===== src/rtl/alu_share_arbiter.sv =====
// alu_share_arbiter
//   Shares one combinational ALU between two requesters: port 0 (EX stage)
//   and port 1 (branch/address unit). Round-robin arbitration selects which
//   request drives the ALU. The ALU result, a locally computed zero flag and
//   the owning requester ID are captured in a one-entry response buffer with
//   a valid/ready handshake.
//
// Ports
//   clk_i, rst_i                 clock, synchronous active-high reset
//   reqN_valid_i / reqN_ready_o  request handshake for port N (N = 0, 1)
//   reqN_data1_i / reqN_data2_i  operands for port N
//   reqN_ctrl_i                  ALU control code for port N
//   alu_data1_o / alu_data2_o    operands driven to the ALU
//   alu_ctrl_o                   control code driven to the ALU
//   alu_data_i                   combinational ALU result
//   rsp_valid_o / rsp_ready_i    response handshake
//   rsp_data_o                   registered ALU result
//   rsp_zero_o                   registered (result == 0)
//   rsp_id_o                     requester that owns the response
//   busy_o                       response held while consumer stalls
module alu_share_arbiter #(
    parameter int WIDTH  = 32,
    parameter int CTRL_W = 3
) (
    input  logic              clk_i,
    input  logic              rst_i,
    input  logic              req0_valid_i,
    output logic              req0_ready_o,
    input  logic [WIDTH-1:0]  req0_data1_i,
    input  logic [WIDTH-1:0]  req0_data2_i,
    input  logic [CTRL_W-1:0] req0_ctrl_i,
    input  logic              req1_valid_i,
    output logic              req1_ready_o,
    input  logic [WIDTH-1:0]  req1_data1_i,
    input  logic [WIDTH-1:0]  req1_data2_i,
    input  logic [CTRL_W-1:0] req1_ctrl_i,
    output logic [WIDTH-1:0]  alu_data1_o,
    output logic [WIDTH-1:0]  alu_data2_o,
    output logic [CTRL_W-1:0] alu_ctrl_o,
    input  logic [WIDTH-1:0]  alu_data_i,
    output logic              rsp_valid_o,
    input  logic              rsp_ready_i,
    output logic [WIDTH-1:0]  rsp_data_o,
    output logic              rsp_zero_o,
    output logic              rsp_id_o,
    output logic              busy_o
);

    // Zero detect on the raw ALU result (independent of the ALU's own flag).
    function automatic logic f_is_zero(input logic [WIDTH-1:0] v);
        return (v == {WIDTH{1'b0}});
    endfunction

    logic              r_last_grant;
    logic              r_rsp_valid;
    logic [WIDTH-1:0]  r_rsp_data;
    logic              r_rsp_zero;
    logic              r_rsp_id;

    logic              w_grant_valid;
    logic              w_grant_id;
    logic              w_can_accept;
    logic              w_accept;

    // The buffer may refill in the same cycle it drains; nothing is accepted in reset.
    assign w_can_accept = !rst_i && (!r_rsp_valid || rsp_ready_i);
    assign w_accept     = w_grant_valid && w_can_accept;

    // Round-robin grant: on contention the port that did not win last time goes.
    always_comb begin
        w_grant_valid = 1'b0;
        w_grant_id    = 1'b0;
        if (req0_valid_i && req1_valid_i) begin
            w_grant_valid = 1'b1;
            w_grant_id    = !r_last_grant;
        end else if (req0_valid_i) begin
            w_grant_valid = 1'b1;
            w_grant_id    = 1'b0;
        end else if (req1_valid_i) begin
            w_grant_valid = 1'b1;
            w_grant_id    = 1'b1;
        end else begin
            w_grant_valid = 1'b0;
            w_grant_id    = 1'b0;
        end
    end

    // ALU operand mux; with no grant port 0 is driven so the value is deterministic.
    always_comb begin
        alu_data1_o = req0_data1_i;
        alu_data2_o = req0_data2_i;
        alu_ctrl_o  = req0_ctrl_i;
        if (w_grant_valid && w_grant_id) begin
            alu_data1_o = req1_data1_i;
            alu_data2_o = req1_data2_i;
            alu_ctrl_o  = req1_ctrl_i;
        end else begin
            alu_data1_o = req0_data1_i;
            alu_data2_o = req0_data2_i;
            alu_ctrl_o  = req0_ctrl_i;
        end
    end

    assign req0_ready_o = w_accept && !w_grant_id;
    assign req1_ready_o = w_accept &&  w_grant_id;

    // Response buffer and priority pointer; the pointer moves only on an accept.
    always_ff @(posedge clk_i) begin
        if (rst_i) begin
            r_last_grant <= 1'b1;
            r_rsp_valid  <= 1'b0;
            r_rsp_data   <= {WIDTH{1'b0}};
            r_rsp_zero   <= 1'b0;
            r_rsp_id     <= 1'b0;
        end else if (w_accept) begin
            r_last_grant <= w_grant_id;
            r_rsp_valid  <= 1'b1;
            r_rsp_data   <= alu_data_i;
            r_rsp_zero   <= f_is_zero(alu_data_i);
            r_rsp_id     <= w_grant_id;
        end else if (rsp_ready_i) begin
            r_rsp_valid  <= 1'b0;
        end else begin
            r_rsp_valid  <= r_rsp_valid;
        end
    end

    assign rsp_valid_o = r_rsp_valid;
    assign rsp_data_o  = r_rsp_data;
    assign rsp_zero_o  = r_rsp_zero;
    assign rsp_id_o    = r_rsp_id;
    assign busy_o      = r_rsp_valid && !rsp_ready_i;

endmodule


===== config.mk =====
export PLATFORM = sky130hd
export DESIGN_NAME = alu_share_arbiter
export DESIGN_NICKNAME = d
export VERILOG_FILES = /design/src/rtl/alu_share_arbiter.sv
export SDC_FILE = /design/constraint.sdc
export NUM_CORES = 1
export LEC_CHECK = 0
export BUFFER_PORTS_ARGS = -buffer_cell sky130_fd_sc_hd__buf_2
export CORE_AREA = 2 2 107 109
export CTS_CLUSTER_SIZE = 28
export DETAILED_ROUTE_END_ITERATION = 10
export DIE_AREA = 0 0 109 111
export HOLD_SLACK_MARGIN = 0.05
export PLACE_DENSITY = 0.64
export SYNTH_ARGS = -nofsm -noshare
export SYNTH_HDL_FRONTEND = slang
export SYNTH_SLANG_ARGS = --single-unit

===== constraint.sdc =====
create_clock -name clk_i -period 2.4 [get_ports clk_i]
set_input_delay 0.24 -clock clk_i [delete_from_list [all_inputs] [get_ports clk_i]]
set_output_delay 0.24 -clock clk_i [all_outputs]
set_load 0.01 [all_outputs]

# Yosys cells after proc, flatten, opt, wreduce, memory -nomap -nowiden
# Cells that the tools add are included.
# classes
mux,10
n_reduce_logical,15
# op_table
cell,count
32-bit 2-to-1 mux,2
32-bit logical NOT,1
1-bit logical AND,7
1-bit 2-to-1 mux,7
1-bit logical NOT,5
3-bit 2-to-1 mux,1
2-bit nonzero test,1
1-bit logical OR,1
# word_totals
ff_bits,36
output_inout_bits,105

# Logic depth before layout (Yosys ltp)
# Gate-level depths: netlist of run 1.
# depth
depth_word,5
depth_mapped,6

# Least setup slack after synthesis of run 1
# No wires, ideal clock.
# synth_timing
kind,register -> output
start,reg r_last_grant
end,out alu_data1_o[23]
slack_ns,0.980
arrival_time_ns,1.180
path_buffers,2
stages_incl_launch_ff,5
t_required_ns,2.160
cell_sequence,dfxtp_1 a21boi_2 buf_4 buf_6 mux2_1
# synth_via
elab_chain_cells,4
# synth_lines
item,line,rtl
start: declaration,54,logic r_last_grant;
start signal: assignment,116,r_last_grant <= w_grant_id;
1-bit logical NOT,75,w_grant_id = !r_last_grant;
1-bit 2-to-1 mux,73,if (req0_valid_i && req1_valid_i) begin
1-bit logical AND,93,if (w_grant_valid && w_grant_id) begin
32-bit 2-to-1 mux,93,
end: declaration,37,"output logic [WIDTH-1:0] alu_data1_o,"
# No other way between the ends.

# Final worst setup path of run 1
# layout_timing
start,reg r_last_grant
end,out alu_data1_o[13]
# Same word-level chain as after synthesis.

==> run metrics, run 1 <==
HP Class input pin to flop; Tmin final 2.15 ns; post-CTS setup buffer count 0; TritonCTS clock tree done; Primary FF master, synth dfxtp_1; hold path depth 3; PnR worst setup slack 0.253 ns; Layout Nets 690; Peak VDD IR 0.398 mV; Root Driver clkbuf_16; Site Rows 39; Total GRT Usage 15.4%; DRC viols 0; min-delay src alu_data_i[24]; GR Overflow Total 0; H-tree Lvls 2; Fmax achieved 466 MHz; deepest clock path buffer count 2; RR Startpoint rsp_valid_o$_SDFFE_PP0P_; CP endpoint kind output pin; hold_buf cts 0; hold path endpoint rsp_data_o[24]$_SDFFE_PP0P_; drt via density 4.28; kind of critical path flop to output pin; Critical Path Fanout Max 30; CP top delay family compound AO/OA/AOI/OAI gates; die height 111 um; GP Congestion 0.852; Post-synth ARST share 0%; Final period util 89.5%; Die Area 0.0121 sq mm; Initial Util 20.0%; fin util 35.9%; area share of the largest cell type after synthesis 32.5%; Max Slew Vio Count 0; # fillers 1157; cells after synthesis 245; pwr dens 531 mW/mm^2; required time worst endpoint 2.16 ns; layout cells sized above 1 68.3%; P_leak 2.02 nW; FF-to-FF setup slack 1.03 ns; syn nets 416; outcome complete, no violations; endpoints failing setup 0; WP data arrival 1.91 ns; Seq cells post-synth 36; # IOs 276; max_slew headroom 61.5%; delay of the slowest critical-path stage 0.49 ns; RR Endpoint rsp_zero_o$_SDFFE_PP0P_; # resized after CTS 0; Starting DRT DRC Count 160; number of global-route vias before repair 2822; leading area contributor after synthesis dfxtp_1; largest net degree at the start of global routing 66; R2R cell count 5; Slew @ Worst Pin 0.572 ns; crit path cell chain a21boi_4 -> buf_12 -> mux2_2 -> buf_2; register area 721 sq um; Cell variety after synth 23; Crit-path slowest cell a21boi_4; Max Cap Violations 0; I/O Buffers 275; dpl ws 0.481 ns; Setup crit start kind flop; worst skew pair latency 0.28 ns; number of synthesis warnings 0; most frequent cells in the layout 275 x buf_2, 59 x mux2_2, 36 x dfxtp_1, 35 x nand2_1; hpwl dp 8550 um; CP Buf/Inv Count 2; via count 2848; drt pass-1 iters 4; Hold Violations, Final 0; RSZ-0062 raised after global routing no; Mapped Area 0.00222 sq mm; EDFF count, synth 0; Die X 109 um; first-pass GRT wire length 14400 um; multi-input gate area in the final layout 0.00141 sq mm; Setup Total Neg Slack 0 ns; core box area 0.0111 sq mm; leading cell type in the layout, fill and taps excluded buf_2; Area Overhead vs Synth 79.6%; DR WL/cell 15.2 um; Synth area leaders dfxtp_1 33%, mux2_2 30%, nand2b_1 9.0%, o21ai_0 7.2%, nand2_1 5.9%; CTS Buf Count 5; Worst Clk Skew 0.00532 ns; total power 2.11 mW; clock sinks 36; final wirelength 10100 um; clk slew on worst S/H paths 0.06 ns; Syn Area/Cell 9.04 sq um; antenna violations before repair 2; Antenna Violating Nets Remaining 0; Seq/Total Area, Yosys 32.5%
==> logic make-up (layout without fill, tap and decap cells) <==
logic type,count (synthesis),count (layout),share of synthesized area (%)
other,0,2,0
and+or+nand+nor,87,87,20.5
buffers and inverters,19,294,4.40
muxes,67,67,34.0
AOI/OAI and AO/OA,36,36,8.53
DFF,36,36,32.5
==> power by group <==
| group | internal [mW] | switching [mW] | leakage [nW] | total [mW] |
|---|---|---|---|---|
| logic | 0.346 | 0.310 | 1.63 | 0.656 |
| registers | 0.650 | 0.0259 | 0.299 | 0.676 |
| clock network | 0.546 | 0.236 | 0.0901 | 0.782 |
==> metal layers <==
layer  global-route usage [%]  up-vias  wire length, um
met5                        0        -                0
met2                     26.1      161             4690
met3                     3.17       17              870
li1                         -     1396                -
met4                     4.27        0              235
met1                     19.4     1274             4320
==> synth_stat cells (2+ instances only) <==
cell type,number
mux2_2,59
dfxtp_1,36
nand2_1,35
nand2b_1,32
o21ai_0,32
buf_2,9
mux2_1,8
nor4_1,7
clkbuf_1,6
nor2_1,4
a21oi_1,2
buf_4,2
nand3_1,2
nor3_1,2
==> registers in the layout, summed over array words and instances, names as in the netlist <==
name	count
r_last_grant	1
rsp_id_o	1
rsp_data_o	32
rsp_valid_o	1
rsp_zero_o	1
==> metrics by stage <==
| step | hold WS (ns) | area, sq um | std cells |
|---|---|---|---|
| floorplan | 0.349 | 2220 | 245 |
| global placement | 0.443 | 3790 | 655 |
| finish | 0.174 | 3980 | 665 |
| detailed placement | 0.448 | 3790 | 655 |
| CTS | 0.171 | 3970 | 663 |
| global route | 0.190 | 3980 | 665 |
==> tightest hold or removal path: cells and delay by family <==
| family | cells | cell delay, ns |
|---|---|---|
| AND/OR/NAND/NOR | 1 | 0.04 |
| AO/OA/AOI/OAI | 1 | 0.05 |
| buffers and inverters | 1 | 0.09 |
==> worst max-delay path by stage <==
stage | startpoint | endpoint | slack [ns] | cells after the start
2_1_floorplan | r_last_grant$_SDFFE_PP1P_ | alu_data1_o[23] | 0.98 | 4
6_report | r_last_grant$_SDFFE_PP1P_ | alu_data1_o[13] | 0.25 | 4
3_5_place_dp | req0_valid_i | alu_data2_o[30] | 0.48 | 5
3_3_place_gp | req0_valid_i | alu_data2_o[27] | 0.52 | 5
5_1_grt | r_last_grant$_SDFFE_PP1P_ | alu_data1_o[17] | 0.12 | 4
4_1_cts | r_last_grant$_SDFFE_PP1P_ | alu_data2_o[30] | 0.23 | 4
==> area by class of cell <==
class	count	area share, %
repair buffers	285	37.1
multi-input cells	190	35.5
flip-flops and latches	36	18.1
well taps	143	4.50
clock buffers	7	3.84
clock inverters	1	0.755
diodes	2	0.126
inverters	1	0.0943
No activity file was read; power rests on OpenSTA's default activity.
==> run 2: changes to the inputs <==
BUFFER_PORTS_ARGS = unset   (was -buffer_cell sky130_fd_sc_hd__buf_2)
CORE_AREA = 2 2 106 108   (was 2 2 107 109)
CTS_BUF_LIST = sky130_fd_sc_hd__clkbuf_2 sky130_fd_sc_hd__clkbuf_4 sky130_fd_sc_hd__clkbuf_8   (was unset)
DIE_AREA = 0 0 108 110   (was 0 0 109 111)
DONT_BUFFER_PORTS = 1   (was unset)
PLACE_DENSITY = 0.43   (was 0.64)
==> run metrics, run 2 (synthesized netlist as in run 1, its figures left out) <==
Setup Total Neg Slack 0 ns; crit path cell chain nor2b_4 -> nor3_4 -> nand2_1 -> inv_1; final wirelength 8330 um; Critical Path Stages 4; Final period util 78.6%; largest net degree at the start of global routing 70; CP top delay family simple AND/OR/NAND/NOR gates; CP Buf/Inv Count 1; Peak VDD IR 0.289 mV; antenna violations before repair 3; CTS Buf Count 5; fin util 23.0%; Slew @ Worst Pin 0.600 ns; Site Rows 38; drt via density 4.63; number of global-route vias before repair 1682; Worst Clk Skew 0.00490 ns; Largest register FFs 32; Starting DRT DRC Count 66; DRC viols 0; GR Overflow Total 0; kind of critical path flop to output pin; GP Congestion 0.713; Antenna Violating Nets Remaining 0; Area Overhead vs Synth 11.2%; leading cell type in the layout, fill and taps excluded mux2_2; Fmax achieved 530 MHz; WP data arrival 1.65 ns; most frequent cells in the layout 59 x mux2_2, 36 x dfxtp_1, 35 x nand2_1, 32 x nand2b_1, 32 x o21ai_0; first-pass GRT wire length 10700 um; worst skew pair latency 0.28 ns; HP Class input pin to flop; P_leak 0.828 nW; pwr dens 610 mW/mm^2; TritonCTS clock tree done; Initial Util 20.7%; required time worst endpoint 2.16 ns; outcome complete, no violations; RSZ-0062 raised after global routing no; delay of the slowest critical-path stage 0.52 ns; Critical Path Fanout Max 18; Layout Nets 410; DR WL/cell 21.9 um; # IOs 276; max_slew headroom 59.9%; Setup crit start kind flop; deepest clock path buffer count 2; Max Slew Vio Count 0; die height 110 um; R2R cell count 4; Root Driver clkbuf_8; Max Cap Violations 0; Hold Violations, Final 0; Total GRT Usage 12.3%; # resized after CTS 0; H-tree Lvls 2; clk slew on worst S/H paths 0.07 ns; hold path depth 2; core box area 0.0107 sq mm; Die X 108 um; drt pass-1 iters 4; Crit-path slowest cell nor3_4; via count 1758; layout cells sized above 1 30.1%; CP endpoint kind output pin; hpwl dp 6930 um; I/O Buffers 0; endpoints failing setup 0; Die Area 0.0119 sq mm; Tmin final 1.89 ns; clock sinks 36; # fillers 1188
run 2: changes by cell type in the layout (fill, tap and decap cells not counted), moves of 2 or more:
cell / before / now
clkbuf_16: 5 / 0
buf_4: 8 / 2
buf_2: 275 / 0
dlygate4sd3_1: 0 / 2
clkbuf_8: 2 / 7
run 2: layer usage:
layer / vias up / track usage, % / share of wire (%)
met5: - / 0 / 0.42
met4: 4 / 2.75 / 0.78
met2: 122 / 21.4 / 50
met3: 11 / 6.64 / 13
li1: 835 / - / -
met1: 786 / 13.3 / 35
run 2: what timing repair did:
item | CTS | global route
endpoints found under the setup margin | 0 | 0
buffers inserted | 0 | 0
hold buffers | 1 | 1
endpoints found under the hold margin | 3 | 1
run 2: final timing paths:
path                                             startpoint                           to  slack (ns)
worst max-delay path               rsp_valid_o$_SDFFE_PP0P_                 req1_ready_o        0.51
worst min-delay path                         alu_data_i[22]  rsp_data_o[22]$_SDFFE_PP0P_        0.06
worst min register to register  rsp_data_o[22]$_SDFFE_PP0P_  rsp_data_o[22]$_SDFFE_PP0P_        0.52
worst max register to register     rsp_valid_o$_SDFFE_PP0P_  rsp_data_o[29]$_SDFFE_PP0P_        0.72
run 2: per-stage QoR:
step / area, sq um / power, mW / cells / worst slack (ns) / hold WS, ns
2_1_floorplan: 2220 / 0.999 / 245 / 0.980 / 0.349
3_3_place_gp: 2350 / 1.06 / 370 / 0.760 / 0.314
3_5_place_dp: 2350 / 1.06 / 370 / 0.728 / 0.315
4_1_cts: 2450 / 1.53 / 378 / 0.475 / 0.0503
5_1_grt: 2460 / 1.60 / 379 / 0.361 / 0.0520
6_report: 2460 / 1.50 / 380 / 0.513 / 0.0613
run 2: cell type report:
class | instances | area, sq um | area share, %
Multi-Input combinational cell | 190 | 1410 | 57.3
Clock buffer | 7 | 96.3 | 3.91
Sequential cell | 36 | 721 | 29.2
Inverter | 1 | 3.75 | 0.152
Timing Repair Buffer | 5 | 55.1 | 2.23
Tap cell | 140 | 175 | 7.11
Antenna cell | 1 | 2.50 | 0.102
run 2: worst register-to-register path, stage by stage, from the launching register on:
cell	delay (ns)
dfxtp_1	0.34
nor2b_4	0.17
nor3_4	0.52
buf_4	0.37
o21ai_0	0.14
run 2: report_power, final:
part,total [mW],internal (mW),switching [mW]
Clock,0.464,0.256,0.208
Sequential,0.712,0.650,0.0626
Combinational,0.328,0.146,0.182
==> run 3: changes to the inputs <==
clock period = 1.9 ns   (was 2.4 ns; I/O delays follow)
==> run metrics, run 3 (synthesized netlist as in run 1, its figures left out) <==
outcome complete, no violations; CTS Buf Count 5; number of global-route vias before repair 1914; Comb pwr share 23.5%; via count 1960; Min Hold Slack 0.0801 ns; deepest clock path buffer count 2; fin util 26.8%; Antenna Violating Nets Remaining 0; drt pass-1 iters 4; DRC viols 0; leading cell type in the layout, fill and taps excluded mux2_2; # fillers 1137; Final period util 94.3%; GP Congestion 0.750; min-delay src rst_i; RSZ-0062 raised after global routing no; max_slew headroom 66.3%; layout cells sized above 1 27.8%; dpl ws 0.353 ns; Site Rows 38; I/O Buffers 0; CP Capture Point alu_data1_o[18]; Max Cap Violations 0; Max Slew Vio Count 0; Critical Path Fanout Max 33; most frequent cells in the layout 59 x mux2_2, 36 x dfxtp_1, 35 x nand2_1, 35 x dlygate4sd3_1; Fmax achieved 558 MHz; core box area 0.0107 sq mm; crit path cell chain a21boi_4 -> clkbuf_16 -> mux2_2; non-filler instance count after layout 418; delay of the slowest critical-path stage 0.40 ns; RR Startpoint rsp_valid_o$_SDFFE_PP0P_; die height 110 um; Clk pwr share 33.2%; crit path from r_last_grant$_SDFFE_PP1P_; hpwl dp 7340 um; endpoints failing setup 0; Root Driver clkbuf_8; Setup Total Neg Slack 0 ns; finished layout cell area 0.00287 sq mm; final wirelength 9430 um; Tmin final 1.79 ns; Slew @ Worst Pin 0.501 ns; largest net degree at the start of global routing 67; clk slew on worst S/H paths 0.07 ns; total power 2.07 mW; WP data arrival 1.60 ns; Starting DRT DRC Count 62; Die X 108 um; required time worst endpoint 1.71 ns; first-pass GRT wire length 12000 um; PnR worst setup slack 0.109 ns; Total GRT Usage 13.8%; # IOs 276; multi-input gate area in the final layout 0.00141 sq mm; CP endpoint kind output pin; GR Overflow Total 0; kind of critical path flop to output pin; Area after DPL 0.00237 sq mm; HP Class input pin to flop; register area 721 sq um; DR WL/cell 22.6 um; dpl cells 372; Hold Violations, Final 0; Switching Fraction 29.3%; Setup crit start kind flop; pwr dens 724 mW/mm^2; sequential power share 43.3%; internal cell power 1.47 mW; antenna violations before repair 3; RR Endpoint rsp_valid_o$_SDFFE_PP0P_; Largest register FFs 32; Initial Util 20.7%; R2R cell count 4; Crit-path slowest cell mux2_2; P_leak 1.01 nW; Layout Nets 447; Psw 607 uW; drt via density 4.69; worst skew pair latency 0.29 ns; clock sinks 36; FF-to-FF setup slack 0.46 ns; Worst Clk Skew 0.00386 ns; TritonCTS clock tree done; H-tree Lvls 2; Area Overhead vs Synth 29.3%; Peak VDD IR 0.355 mV; Die Area 0.0119 sq mm
==> run 3: power by group through the flow <==
stage	logic, mW	registers [mW]	clock network, mW
3_5_place_dp	0.416	0.917	0
3_3_place_gp	0.409	0.917	0
4_1_cts	0.480	0.900	0.713
2_1_floorplan	0.363	0.899	0
5_1_grt	0.528	0.907	0.749
6_report	0.487	0.898	0.688
==> run 3: cell type report <==
type / instances / area share, %
clock buffers: 6 / 2.66
diodes: 1 / 0.0873
inverters: 1 / 0.131
flip-flops and latches: 36 / 25.2
well taps: 140 / 6.11
repair buffers: 42 / 15.4
multi-input cells: 190 / 49.3
clock inverters: 2 / 1.22
==> run 3: layer usage <==
layer / track usage, % / share of wire (%) / vias up
met5: 0 / 0.36 / -
met4: 2.75 / 0.88 / 4
met3: 5.76 / 9.9 / 12
met2: 25.4 / 52 / 137
met1: 14.9 / 37 / 896
li1: - / - / 911
==> run 3: worst max-delay path: cells and delay by family (launching register included) <==
family | cells | cell delay (ns)
flops | 1 | 0.34
compound gates | 1 | 0.26
buf+inv | 1 | 0.29
mux | 1 | 0.40
==> run 3: what timing repair did <==
item,4_1_cts,5_1_grt
hold buffers,35,0
setup endpoints to repair,0,64
buffers inserted,0,1
resized for setup,0,2
hold endpoints to repair,35,0
==> run 3: worst min path at each step <==
| stage | cells after the start | to |
|---|---|---|
| final | 2 | rsp_data_o[11]$_SDFFE_PP0P_ |
| after global routing | 2 | rsp_data_o[12]$_SDFFE_PP0P_ |
| after CTS | 2 | rsp_data_o[11]$_SDFFE_PP0P_ |
| after floorplan | 2 | rsp_data_o[0]$_SDFFE_PP0P_ |
| after global placement | 1 | rsp_id_o$_SDFFE_PP0P_ |
| after detailed placement | 1 | rsp_id_o$_SDFFE_PP0P_ |
